--- src/rtl/fifo_pkg.sv ---
// Shared definitions for the parametrised FIFO family: defaults, width helper
// and parameter-legality predicates used at elaboration time.
package fifo_pkg;

  localparam int DEF_DATA_W = 8;
  localparam int DEF_DEPTH  = 16;

  // Ceiling log2; clog2(1) == 0.
  function automatic int clog2(input int value);
    int r;
    r = 0;
    while ((1 << r) < value) begin
      r++;
    end
    return r;
  endfunction

  function automatic bit is_pow2(input int value);
    return (value >= 1) && ((value & (value - 1)) == 0);
  endfunction

  function automatic bit depth_ok(input int depth);
    return is_pow2(depth) && (depth >= 4);
  endfunction

  function automatic bit af_level_ok(input int depth, input int af_level);
    return (af_level >= 1) && (af_level <= depth - 1);
  endfunction

  function automatic bit ae_level_ok(input int depth, input int ae_level);
    return (ae_level >= 0) && (ae_level <= depth - 2);
  endfunction

endpackage

--- src/rtl/fifo_dpram.sv ---
// DEPTH x DATA_W simple dual-port RAM: synchronous write port, registered
// read port. Only the read register is reset; the array is not.
module fifo_dpram
  import fifo_pkg::*;
#(
  parameter int DATA_W = DEF_DATA_W,
  parameter int DEPTH  = DEF_DEPTH,
  localparam int ADDR_W = clog2(DEPTH)
) (
  input  logic              clock,
  input  logic              reset,
  input  logic              wr_en,
  input  logic [ADDR_W-1:0] wr_addr,
  input  logic [DATA_W-1:0] wr_data,
  input  logic              rd_en,
  input  logic [ADDR_W-1:0] rd_addr,
  output logic [DATA_W-1:0] rd_data
);

  logic [DATA_W-1:0] mem [DEPTH];

  // NOTE: the array has no reset so it maps onto RAM macros; the empty guard
  // upstream ensures unwritten locations are never read.
  always_ff @(posedge clock) begin
    if (wr_en) begin
      mem[wr_addr] <= wr_data;
    end
  end

  // NOTE: sequential state uses non-blocking assignments throughout.
  always_ff @(posedge clock or negedge reset) begin
    if (!reset) begin
      rd_data <= '0;
    end else if (rd_en) begin
      rd_data <= mem[rd_addr];
    end
  end

endmodule

--- src/rtl/sync_fifo_param.sv ---
// Parametrised single-clock FIFO: wrap-bit pointers, occupancy/flag decode
// and registered overflow/underflow pulses around a dual-port RAM.
module sync_fifo_param
  import fifo_pkg::*;
#(
  parameter int DATA_W   = DEF_DATA_W,
  parameter int DEPTH    = DEF_DEPTH,
  parameter int AF_LEVEL = DEPTH - 2,
  parameter int AE_LEVEL = 2,
  localparam int ADDR_W  = clog2(DEPTH),
  localparam int CNT_W   = ADDR_W + 1
) (
  input  logic              clock,
  input  logic              reset,
  input  logic              clear,
  input  logic              wr_en,
  input  logic [DATA_W-1:0] data_in,
  input  logic              rd_en,
  output logic [DATA_W-1:0] data_out,
  output logic              rd_valid,
  output logic              full,
  output logic              empty,
  output logic              almost_full,
  output logic              almost_empty,
  output logic [CNT_W-1:0]  count,
  output logic              overflow,
  output logic              underflow
);

  if (!depth_ok(DEPTH)) begin : g_bad_depth
    $error("sync_fifo_param: DEPTH=%0d must be a power of two >= 4", DEPTH);
  end
  if (!af_level_ok(DEPTH, AF_LEVEL)) begin : g_bad_af
    $error("sync_fifo_param: AF_LEVEL=%0d must be in 1..DEPTH-1", AF_LEVEL);
  end
  if (!ae_level_ok(DEPTH, AE_LEVEL)) begin : g_bad_ae
    $error("sync_fifo_param: AE_LEVEL=%0d must be in 0..DEPTH-2", AE_LEVEL);
  end

  localparam logic [CNT_W-1:0] AF_CNT  = CNT_W'(AF_LEVEL);
  localparam logic [CNT_W-1:0] AE_CNT  = CNT_W'(AE_LEVEL);
  localparam logic [CNT_W-1:0] PTR_ONE = CNT_W'(1);

  logic [CNT_W-1:0] wptr;
  logic [CNT_W-1:0] rptr;
  logic             wr_accept;
  logic             rd_accept;

  // Flags decode only the registered pointers, never the request strobes.
  assign count        = wptr - rptr;
  assign empty        = (wptr == rptr);
  assign full         = (wptr[ADDR_W] != rptr[ADDR_W]) &&
                        (wptr[ADDR_W-1:0] == rptr[ADDR_W-1:0]);
  assign almost_full  = (count >= AF_CNT);
  assign almost_empty = (count <= AE_CNT);

  // Accepts use the pre-edge flags; clear overrides both requests.
  assign wr_accept = wr_en && !full  && !clear;
  assign rd_accept = rd_en && !empty && !clear;

  always_ff @(posedge clock or negedge reset) begin
    if (!reset) begin
      wptr      <= '0;
      rptr      <= '0;
      rd_valid  <= 1'b0;
      overflow  <= 1'b0;
      underflow <= 1'b0;
    end else if (clear) begin
      wptr      <= '0;
      rptr      <= '0;
      rd_valid  <= 1'b0;
      overflow  <= 1'b0;
      underflow <= 1'b0;
    end else begin
      if (wr_accept) begin
        wptr <= wptr + PTR_ONE;
      end
      if (rd_accept) begin
        rptr <= rptr + PTR_ONE;
      end
      rd_valid  <= rd_accept;
      overflow  <= wr_en && full;
      underflow <= rd_en && empty;
    end
  end

  fifo_dpram #(
    .DATA_W (DATA_W),
    .DEPTH  (DEPTH)
  ) u_ram (
    .clock   (clock),
    .reset   (reset),
    .wr_en   (wr_accept),
    .wr_addr (wptr[ADDR_W-1:0]),
    .wr_data (data_in),
    .rd_en   (rd_accept),
    .rd_addr (rptr[ADDR_W-1:0]),
    .rd_data (data_out)
  );

endmodule

--- config.mk ---
export PLATFORM = sky130hd
export DESIGN_NAME = sync_fifo_param
export DESIGN_NICKNAME = d
export VERILOG_FILES = /design/src/rtl/fifo_pkg.sv /design/src/rtl/fifo_dpram.sv /design/src/rtl/sync_fifo_param.sv
export SDC_FILE = /design/constraint.sdc
export NUM_CORES = 1
export LEC_CHECK = 0
export ABC_AREA = 1
export CAP_MARGIN = 20
export CORE_MARGIN = 4
export CORE_UTILIZATION = 54
export DETAILED_ROUTE_END_ITERATION = 10
export GPL_TIMING_DRIVEN = 0
export PLACE_DENSITY = 0.76
export SYNTH_ARGS = -nofsm -noshare
export SYNTH_HDL_FRONTEND = slang
export SYNTH_HIERARCHICAL = 1
export SYNTH_SLANG_ARGS = --single-unit
--- constraint.sdc ---
create_clock -name clock -period 2.3 [get_ports clock]
set_clock_uncertainty 0.15 [all_clocks]
set_input_delay 0.345 -clock clock [delete_from_list [all_inputs] [get_ports clock]]
set_output_delay 0.345 -clock clock [all_outputs]
set_load 0.005 [all_outputs]
==> summary.txt <==
Yosys
  – Synth Area per Inst: 10.7 um2
  – Synth unique cells: 19
  – Synth Area in XOR/XNOR: 0.00265
  – Seq/Total Area, Yosys: 0.661
  – Mux share of post-synthesis cell area: 0
  – Ys Warns: 6
  – Post-synthesis compound-gate area fraction: 0.00227
  – Post-synthesis adder-cell area fraction: 0.0144
  – Synth Register Bits: between 100 and 150
  – Syn_nets: 640
  – Simple-Gate Fraction of Synth Area: 0.262
  – Cells after synthesis: 620
  – Mapped Area: 6610 um2
  – Largest family of logic cells by synthesized area: simple AND/OR/NAND/NOR gates

Clock tree
  – Clk sinks: about 150
  – CTS tree: done
  – Clock root cell: clkbuf_16
  – Clock Latency Late Sink: about 0.42 ns
  – CTS max path bufs: 2
  – Cts bufs inserted: 17
  – Worst-path clk slew: 0.06 ns
  – H-tree depth: 4

Pwr
  – Seq pwr share: 0.425
  – Leakage: 3.25 nW
  – Switching part of the total: 0.266
  – Pint: around 5.3 mW
  – Clk pwr share: 0.379
  – Pwr dens: 897 nW/um2
  – Switching power: 1.93 mW
  – Worst VDD drop: 0.000453 V
  – Logic gate share of total power: 0.196

Global route
  – First-pass GRT wire length: 25500 um
  – Largest net degree at the start of global routing: 22
  – Total grt overflow: 0
  – Number of global-route vias before repair: 4803
  – Antenna violations before repair: 0
  – GRT Overall Usage: 0.241

Timing
  – Setup ws final: -0.272 ns
  – Final Hold Vio Count: 0
  – Final slew viol count: 0
  – Tcrit/Tclk final: 1.12
  – Relative slew slack: 0.370
  – Fin crit period: between 2 and 3 ns
  – Worst Max-Slew Pin Slew: 0.941 ns
  – WHS: roughly 0.3 ns
  – Fmax: 389 MHz
  – Final Setup Violations: 6
  – Unrepaired setup endpoints after global routing: true

Setup path
  – Worst reg2reg path startpoint: rptr[2]$_DFFE_PN0P_
  – Data arrival, critical path: around 2.1 ns
  – Crit-path max FO: 2
  – Worst setup EP type: output pin
  – Critical path type: reg2out
  – Worst endpoint required time: 1.80 ns
  – R2r setup slk: ~0.06 ns
  – R2R depth: 10
  – Start point of the critical path: wptr[0]$_DFFE_PN0P_
  – RR Endpoint: u_ram/mem[8][0]$_DFFE_PP_
  – Crit start category: register
  – Setup crit end: almost_empty

Final layout
  – Most common cell after layout, fill and taps aside: nand2_1
  – Most frequent cells in the layout: nand2_1, edfxtp_1, nand3_1
  – Final nets: 712
  – Synth-to-layout area growth: 22.5%
  – Share of cells above drive strength 1: 0.203
  – Util after Layout: 0.674
  – Diodes inserted: 0
  – Final instance area: between 8000 and 9000 um2

Drt
  – Antenna viol nets, final: 0
  – DR vias: 4860
  – DRC Markers: 0
  – DRT Pass-1 Iters: 5
  – WL final: 16500 um
  – Drt initial violations: 439
  – Wire per inst: 19.4 um
  – Drt via density: 5.71

Die
  – Die Wd: 119 um
  – Die height: 119 um
  – Row cnt: 40
  – DIE AREA: approximately 14000 um2
  – Core Area: between 10000 and 15000 um2
  – Initial Util: 0.550
  – Io pins: 33

Place
  – Post-DP HPWL: 10500 um
  – IO buf count: 32
  – RePlAce Congestion: 0.959
  – Area after DPL: 7130 um2

Min path
  – Hold Path Class: in2async

Status
  – Violated checks: negative setup slack
  – Status: complete, but fails checks

Flow run
  – Number of max-cap violations: 0
-- metrics by stage --
| stage | worst slack (ns) | cells | power (mW) | setup TNS, ns |
|---|---|---|---|---|
| CTS | -0.272 | 846 | 7.22 | -0.606 |
| floorplan | -0.129 | 620 | 3.89 | -8.14 |
| global placement | -0.562 | 799 | 4.44 | -53.11 |
| global route | -0.348 | 851 | 7.56 | -1.11 |
| detailed placement | -0.599 | 799 | 4.46 | -59.11 |
| finish | -0.272 | 851 | 7.27 | -0.700 |
-- power groups by stage --
| stage | combinational, mW | sequential (mW) | clock [mW] |
|---|---|---|---|
| floorplan | 0.742 | 3.15 | 0 |
| global placement | 1.29 | 3.15 | 0 |
| detailed placement | 1.31 | 3.16 | 0 |
| CTS | 1.37 | 3.09 | 2.77 |
| global route | 1.56 | 3.10 | 2.90 |
| finish | 1.42 | 3.09 | 2.75 |
-- layer usage --
metal | track usage | up-vias | wire length [um]
li1 | - | 2251 | -
met1 | 0.305 | 2341 | 6410
met2 | 0.410 | 221 | 8360
met3 | 0.0455 | 47 | 1140
met4 | 0.0963 | 0 | 577
met5 | 0 | - | 0
-- repair_timing --
action                     CTS  global route
pin swaps                   18            13
setup buffers               16             5
resized for setup           78            18
hold buffers                 0             0
setup endpoints to repair  137            48
hold endpoints to repair     0             0
-- worst min path at each step --
stage,start,to,slack (ns),cells past startpoint
finish,reset,rptr[1]$_DFFE_PN0P_,0.31,1
global route,u_ram/rd_data[0]$_DFFE_PN0P_,u_ram/rd_data[0]$_DFFE_PN0P_,0.37,2
CTS,reset,u_ram/rd_data[3]$_DFFE_PN0P_,0.33,1
detailed placement,u_ram/rd_data[2]$_DFFE_PN0P_,u_ram/rd_data[2]$_DFFE_PN0P_,0.31,2
global placement,u_ram/rd_data[1]$_DFFE_PN0P_,u_ram/rd_data[1]$_DFFE_PN0P_,0.32,2
floorplan,reset,overflow$_DFF_PN0_,-0.10,0
-- worst max-delay path: stages (launching register included) --
cell	delay, ns
dfrtp_2	0.42
inv_2	0.08
ha_4	0.14
inv_4	0.04
fa_2	0.48
inv_2	0.08
nor2_2	0.03
a21oi_1	0.12
nand3_1	0.09
nor2_1	0.08
buf_2	0.11
-- sequential cells by signal, indices dropped and copies added, names as in the netlist --
| name | cells |
|---|---|
| underflow | 1 |
| rptr | 5 |
| overflow | 1 |
| wptr | 5 |
| u_ram/rd_data | 8 |
| rd_valid | 1 |
| u_ram/mem | 128 |
-- kinds of logic (layout without fill, tap and decap cells) --
group	after synthesis	after routing
DFF	149	149
buffers and inverters	55	139
xor gates and xnor gates	2	2
AOI/OAI and AO/OA	3	3
and+or+nand+nor	404	404
adders and majority gates	7	7
-- synthesized netlist by cell type (all sizes together) --
cell type | number | share of area
dfrtp | 21 | 0.080
buf | 21 | 0.027
edfxtp | 128 | 0.58
nand3 | 117 | 0.089
fa | 1 | 0.0030
a21oi | 3 | 0.0023
ha | 6 | 0.011
nand2 | 247 | 0.15
inv | 27 | 0.015
nand4 | 10 | 0.0095
xor2 | 2 | 0.0027
nor2 | 30 | 0.018
clkbuf | 7 | 0.015
-- area by class of cell --
type	instances	area, um2
clock inverter	12	151
buffer	28	284
timing repair buffer	53	450
clock buffer	19	433
multi-input combinational	416	2110
tap	147	184
inverter	27	104
fill	883	3910
sequential	149	4380
(Power assumes the default switching activity.)
